## src/rtl/psdsqrt_pkg.sv

```systemverilog
// Shared definitions for the sequential integer square root unit.
package psdsqrt_pkg;

  typedef enum logic [1:0] {
    IDLE   = 2'd0,
    CALC   = 2'd1,
    FINISH = 2'd2
  } state_e;

  // Smallest width able to hold values 0..value-1
  function automatic int clog2(input int value);
    int result;
    result = 32'sd0;
    while ((32'sd1 <<< result) < value) begin
      result = result + 32'sd1;
    end
    return result;
  endfunction

endpackage

```

## src/rtl/psdsqrt_step.sv

```systemverilog
// One restoring square-root digit: shift two operand bits in, try {root,01}, subtract on success.
module psdsqrt_step
  import psdsqrt_pkg::*;
#(
  parameter int NBITS_OUT = 16
) (
  input  logic [NBITS_OUT+1:0] partial_rem_i,
  input  logic [NBITS_OUT-1:0] root_i,
  input  logic [1:0]           bits_i,
  output logic [NBITS_OUT+1:0] new_rem_o,
  output logic                 root_bit_o
);

  logic [NBITS_OUT+1:0] shifted_s;
  logic [NBITS_OUT+1:0] trial_s;
  logic                 unused_ok_s;

  // The partial remainder never exceeds 2*root, so its top two bits are always zero before the shift
  assign unused_ok_s = ^partial_rem_i[NBITS_OUT+1:NBITS_OUT];

  // Trial subtraction for one result bit
  always_comb begin
    shifted_s = {partial_rem_i[NBITS_OUT-1:0], bits_i};
    trial_s   = {root_i, 2'b01};
    if (shifted_s >= trial_s) begin
      new_rem_o  = shifted_s - trial_s;
      root_bit_o = 1'b1;
    end else begin
      new_rem_o  = shifted_s;
      root_bit_o = 1'b0;
    end
  end

endmodule

```

## src/rtl/psdsqrt_seq.sv

```systemverilog
// Sequential integer square root, one root bit per clock, with busy/done handshake.
// Optional round-to-nearest of the root when SQRT_ROUND_EN is defined.
module psdsqrt_seq
  import psdsqrt_pkg::*;
#(
  parameter int NBITS_IN = 32
) (
  input  logic                  clock,
  input  logic                  reset,
  input  logic                  start,
  input  logic [NBITS_IN-1:0]   xin,
  output logic                  busy,
  output logic                  done,
  output logic [NBITS_IN/2-1:0] sqrt,
  output logic [NBITS_IN/2:0]   rem
);

  localparam int NO = NBITS_IN / 2;
  localparam int CW = clog2(NO + 1);

  state_e              state_q, state_d;
  logic [CW-1:0]       cnt_q, cnt_d;
  logic [NBITS_IN-1:0] x_q, x_d;
  logic [NO+1:0]       prem_q, prem_d;
  logic [NO-1:0]       root_q, root_d;
  logic                busy_q, busy_d;
  logic                done_q, done_d;
  logic [NO-1:0]       sqrt_q, sqrt_d;
  logic [NO:0]         rem_q, rem_d;
  logic [NO+1:0]       step_rem_s;
  logic                step_bit_s;
  logic [NO-1:0]       final_root_s;

  psdsqrt_step #(.NBITS_OUT(NO)) u_step (
    .partial_rem_i (prem_q),
    .root_i        (root_q),
    .bits_i        (x_q[NBITS_IN-1 -: 2]),
    .new_rem_o     (step_rem_s),
    .root_bit_o    (step_bit_s)
  );

`ifdef SQRT_ROUND_EN
  // Round up when the remainder exceeds the root; an all-ones root saturates
  always_comb begin
    if ((prem_q[NO:0] > {1'b0, root_q}) && (root_q != {NO{1'b1}})) begin
      final_root_s = root_q + {{(NO-1){1'b0}}, 1'b1};
    end else begin
      final_root_s = root_q;
    end
  end
`else
  assign final_root_s = root_q;
`endif

  // Next-state and datapath control
  always_comb begin
    state_d = state_q;
    cnt_d   = cnt_q;
    x_d     = x_q;
    prem_d  = prem_q;
    root_d  = root_q;
    busy_d  = busy_q;
    done_d  = 1'b0;
    sqrt_d  = sqrt_q;
    rem_d   = rem_q;
    case (state_q)
      IDLE: begin
        if (start) begin
          state_d = CALC;
          cnt_d   = '0;
          x_d     = xin;
          prem_d  = '0;
          root_d  = '0;
          busy_d  = 1'b1;
        end else begin
          state_d = IDLE;
        end
      end
      CALC: begin
        x_d    = {x_q[NBITS_IN-3:0], 2'b00};
        prem_d = step_rem_s;
        root_d = {root_q[NO-2:0], step_bit_s};
        cnt_d  = cnt_q + {{(CW-1){1'b0}}, 1'b1};
        if (cnt_q == CW'(NO - 1)) begin
          state_d = FINISH;
        end else begin
          state_d = CALC;
        end
      end
      FINISH: begin
        state_d = IDLE;
        busy_d  = 1'b0;
        done_d  = 1'b1;
        sqrt_d  = final_root_s;
        rem_d   = prem_q[NO:0];
      end
      default: begin
        state_d = IDLE;
        busy_d  = 1'b0;
      end
    endcase
  end

  // State and result registers; reset aborts any run in progress
  always_ff @(posedge clock) begin
    if (reset) begin
      state_q <= IDLE;
      cnt_q   <= '0;
      x_q     <= '0;
      prem_q  <= '0;
      root_q  <= '0;
      busy_q  <= 1'b0;
      done_q  <= 1'b0;
      sqrt_q  <= '0;
      rem_q   <= '0;
    end else begin
      state_q <= state_d;
      cnt_q   <= cnt_d;
      x_q     <= x_d;
      prem_q  <= prem_d;
      root_q  <= root_d;
      busy_q  <= busy_d;
      done_q  <= done_d;
      sqrt_q  <= sqrt_d;
      rem_q   <= rem_d;
    end
  end

  assign busy = busy_q;
  assign done = done_q;
  assign sqrt = sqrt_q;
  assign rem  = rem_q;

endmodule

```

## config.mk

```make
export PLATFORM = sky130hd
export DESIGN_NAME = psdsqrt_seq
export DESIGN_NICKNAME = d
export VERILOG_FILES = /design/src/rtl/psdsqrt_pkg.sv /design/src/rtl/psdsqrt_step.sv /design/src/rtl/psdsqrt_seq.sv
export SDC_FILE = /design/constraint.sdc
export NUM_CORES = 1
export LEC_CHECK = 0
export BUFFER_PORTS_ARGS = -buffer_cell sky130_fd_sc_hd__buf_2
export CAP_MARGIN = 20
export CORE_MARGIN = 2
export CORE_UTILIZATION = 50
export CTS_CLUSTER_SIZE = 10
export DETAILED_ROUTE_END_ITERATION = 6
export PLACE_DENSITY = 0.68
export SKIP_LAST_GASP = 1
export SLEW_MARGIN = 10
export SYNTH_ARGS = -nofsm -noshare
export SYNTH_HDL_FRONTEND = slang
export SYNTH_SLANG_ARGS = --single-unit
```

## constraint.sdc

```tcl
create_clock -name clock -period 7 [get_ports clock]
set_input_delay 2.1 -clock clock [delete_from_list [all_inputs] [get_ports clock]]
set_output_delay 2.1 -clock clock [all_outputs]
set_load 0.1 [all_outputs]
```

==> run summary <==
The run finished with clean final reports. For the wire length of the first global-routing pass, the log shows 20.19 mm. The slowest library cell on the worst path was buf_4. The number of rows in the core area came out at 36.

Counting the fill cells in the layout gives 957. The synthesized design contains 107 register bits. The worst stage delay on the critical path is 0.69 ns. The reg-to-reg startpoint was final_root_s[11]. The iteration-0 DRC count of the detailed router is 183. The post-synthesis net count is 685, and the number of distinct standard cells referenced by the synthesized netlist is 52. The tools report the number of antenna violations at the first check in global routing as 0.

Broken down by cell family, the worst path's largest delay share belongs to buffers and inverters. By area, the combinational part of the netlist is dominated by compound AO/OA/AOI/OAI gates. For this run, the number of Yosys warnings is 0.

The total power came out at 0.002340 W. The critical path goes through buf_2, buf_4, nor2_1, a32o_1, a31o_2. IR analysis of the VDD net gives a maximum drop of 0.3172 mV. The final core utilization was 0.5801; the power density of the placed cells was 414.5 nW/um^2.

70 I/O pins were placed. The total overflow reported by the global router is 0, and the maximum number of pins on one net before global-route repair is 92. The XOR/XNOR share of the synthesized area came out at 0.01750. The worst hold slack is 0.4567 ns. After detailed routing, the number of vias per cell comes to 5.520. The simple-gate portion of the synthesized area was 0.2093.

TritonCTS built the clock tree. In this run, synthesis inferred 0 flip-flops with an integrated enable. In the routed design, unresolved DRC markers number 0. The capturing element of the worst setup path is prem_q[10]. After routing the design area is 5644 um^2.

Together, buffers and inverters on the worst path number 2. The worst relative slew slack was 0.3014; the share of final-layout standard cells stronger than drive strength 1 was 0.1546. Setup violations remaining at the end of the flow were counted as 0. The number of antenna diodes in the final layout is 0. After clock tree synthesis, the flow added hold-fix buffers numbering 0. The time the final worst path needs with I/O delays and setup is 3.470 ns. The static leakage power came out at 2.323 nW.

For the maximum root-to-sink buffer count, the log shows 2. Setup repair after global routing left no endpoint under its margin. The number of gates given a new drive strength after cts came out at 0. Timing would allow up to 288.2 MHz.

Between clock sinks in the finished design, the worst skew comes to 0.01393 ns. The synthesized-area fraction occupied by ao, oa, aoi and oai cells works out to 0.2228. The sort of element at the start of the critical path is an input port. Buffers placed on the I/O ports in this run total 69. The number of max-slew violations in the final report was 0. The average instance area after synthesis was 7.944 um^2; the fraction of synthesis flops using an asynchronous set or reset pin was 0. After clock tree synthesis, the clock-pin slew on the worst setup and hold paths is 0.10 ns.

In this run the worst path has a maximum fanout of 91. The post-detailed-placement half-perimeter wirelength is 8.100 mm, and the fraction of the mapped netlist area in adder cells is 0.05000. The floorplan step defined a die boundary enclosing 10830 um^2.

Share of the cycle needed by the critical path after routing: 0.4957. Buffers inserted during clock tree synthesis total 9. For the final routed database, the setup TNS stands at 0 ns. The post-placement cell area was 5395 um^2; the number of iterations in the first detailed-routing pass was 6. The number of global-route vias before repair was 4293.

The tools report the global placement routability congestion as 0.9166. The routed design has 11.72 mm of wire. The sequential area share after synthesis was 0.4280; the routed length per placed instance was 14.43 um. At the worst endpoint, the required time is 7.26 ns. For the pin with the worst max-slew slack, the measured transition is 1.045 ns.

Effective utilization at floorplan: 0.5144. The tools report the startpoint of the most critical setup path as reset. After clock tree synthesis, the setup repair step added 0 buffers. Detailed routing inserted a total of 4482 vias. The critical path runs through a total of 5 cells. The most instantiated flip-flop cell in the synthesis netlist was dfxtp_1. The number of hold-slack violations in the final timing report came out at 0. The run gives 107 as the clock sink count. For flop-to-flop paths, the worst setup slack is 4.20 ns. From bottom edge to top edge, the die measures 104.0 um. After technology mapping, the gate count stands at 630. Data arrives at the worst endpoint at 3.73 ns. The area growth from synthesis to layout is 12.77%.

The number of nets still failing antenna checks after routing was 0; the logic depth of the worst register-to-register path was 9. For the worst-skew pair, the clock arrives at the later sink with an insertion delay of 0.37 ns. The cell at the root of the clock tree was clkbuf_8.

The total core area came out at 9729 um^2. The tool flagged a number of max-cap violations equal to 0. In this run the number of H-tree levels came out at 3. The tools report the end of the worst register-to-register path as prem_q[4].

The critical path is of the input port to register type. The share of synthesized area spent on multiplexers is 0.02000, and the overall routing resource usage is 0.2246. STA classifies the critical path endpoint as a register. The post-synth design cell area came out at 5005 um^2. From left edge to right edge, the die measures 104.0 um.

The min-delay analysis places its worst path in the category register to register. For this run, the post-layout net count is 729.
placed cells by master (no fill, tap or decap), types with 5 or more instances in the layout:
master    Yosys  final
clkbuf_8      0      9
ha_1         20     20
a22oi_1      20     20
nand2_1     147    147
buf_2         0     69
a311oi_1     30     30
nor2_1       70     68
inv_1        25     25
a31oi_1       5      5
nor3_1        7      7
mux2i_1      10     10
a21oi_1      50     50
dfxtp_1     107    107
xnor2_1       5      5
o21ai_0      23     23
xor2_1        5      5
registers in the layout, summed over array words and instances, names as in the netlist:
name,count
final_root_s,16
cnt_q,5
sqrt,16
prem_q,17
x_q,32
rem,17
busy,1
state_q,2
done,1
area by class of cell:
type / count / area [um^2] / share of cell area
Multi-Input combinational cell: 456 / 2618 / 0.4638
Tap cell: 133 / 166.4 / 0.02948
Clock inverter: 7 / 98.84 / 0.01751
Inverter: 25 / 93.84 / 0.01663
Sequential cell: 107 / 2142 / 0.3795
Clock buffer: 9 / 123.9 / 0.02195
Timing Repair Buffer: 75 / 401.6 / 0.07116
synthesized netlist by cell type, drive strengths merged (4+ instances only):
| cell | count | area share |
|---|---|---|
| a21o | 4 | 0.0060 |
| xnor2 | 5 | 0.0087 |
| nor3 | 7 | 0.0070 |
| a22oi | 20 | 0.030 |
| dfxtp | 107 | 0.43 |
| ha | 20 | 0.050 |
| clkbuf | 38 | 0.029 |
| a31oi | 5 | 0.0063 |
| and3 | 4 | 0.0050 |
| buf | 4 | 0.0053 |
| a22o | 4 | 0.0070 |
| nor2 | 71 | 0.054 |
| xor2 | 5 | 0.0087 |
| a311oi | 30 | 0.052 |
| or2 | 5 | 0.0063 |
| mux2i | 10 | 0.020 |
| a21oi | 50 | 0.050 |
| nand2 | 147 | 0.11 |
| o21ai | 25 | 0.025 |
| inv | 25 | 0.019 |
worst register-to-register path, delay by kind of cell, from the launching register on:
kind / cells / cell delay (ns)
simple gates: 2 / 0.92
compound gates: 4 / 0.63
flops: 1 / 0.42
fa+ha+maj: 1 / 0.37
mux: 1 / 0.26
buf+inv: 1 / 0.09
report_power, final:
group          internal [W]  switching [W]
Clock              0.000204       0.000219
Sequential         0.000661      0.0000514
Combinational      0.000519       0.000686
Total               0.00138       0.000956
worst min-delay path by stage:
stage                     endpoint  slack, ns  depth (start not counted)  startpoint
after floorplan            rem[16]       0.43                          2  prem_q[16]
after global placement      rem[5]       0.44                          2      rem[5]
after detailed placement    rem[8]       0.44                          2      rem[8]
after CTS                   rem[8]       0.46                          2      rem[8]
after global routing       rem[15]       0.48                          2     rem[15]
final                       rem[8]       0.46                          2      rem[8]
per-layer routing:
layer  wire length (um)  track usage  share of wire  vias to the layer above
li1                   -            -              -                     2267
met1               5414       0.2987           0.46                     2093
met2               5621       0.3712           0.48                      107
met3                512      0.04073          0.044                       15
met4                172      0.07046          0.015                        0
met5                  0            0              0                        -
through the flow:
stage	instances	worst slack (ns)
after floorplan	630	3.881
after global placement	794	2.950
after detailed placement	794	2.901
after CTS	810	3.286
after global routing	812	3.483
final	812	3.530
logic make-up (layout without fill, tap and decap cells):
logic type,count (synthesis),after routing
buffers and inverters,67,116
AND/OR/NAND/NOR,254,254
flip-flops,107,107
AO/OA/AOI/OAI,162,162
multiplexers,10,10
adder cells (fa/ha/maj),20,20
XOR/XNOR,10,10
No activity file was read; power rests on OpenSTA's default activity.
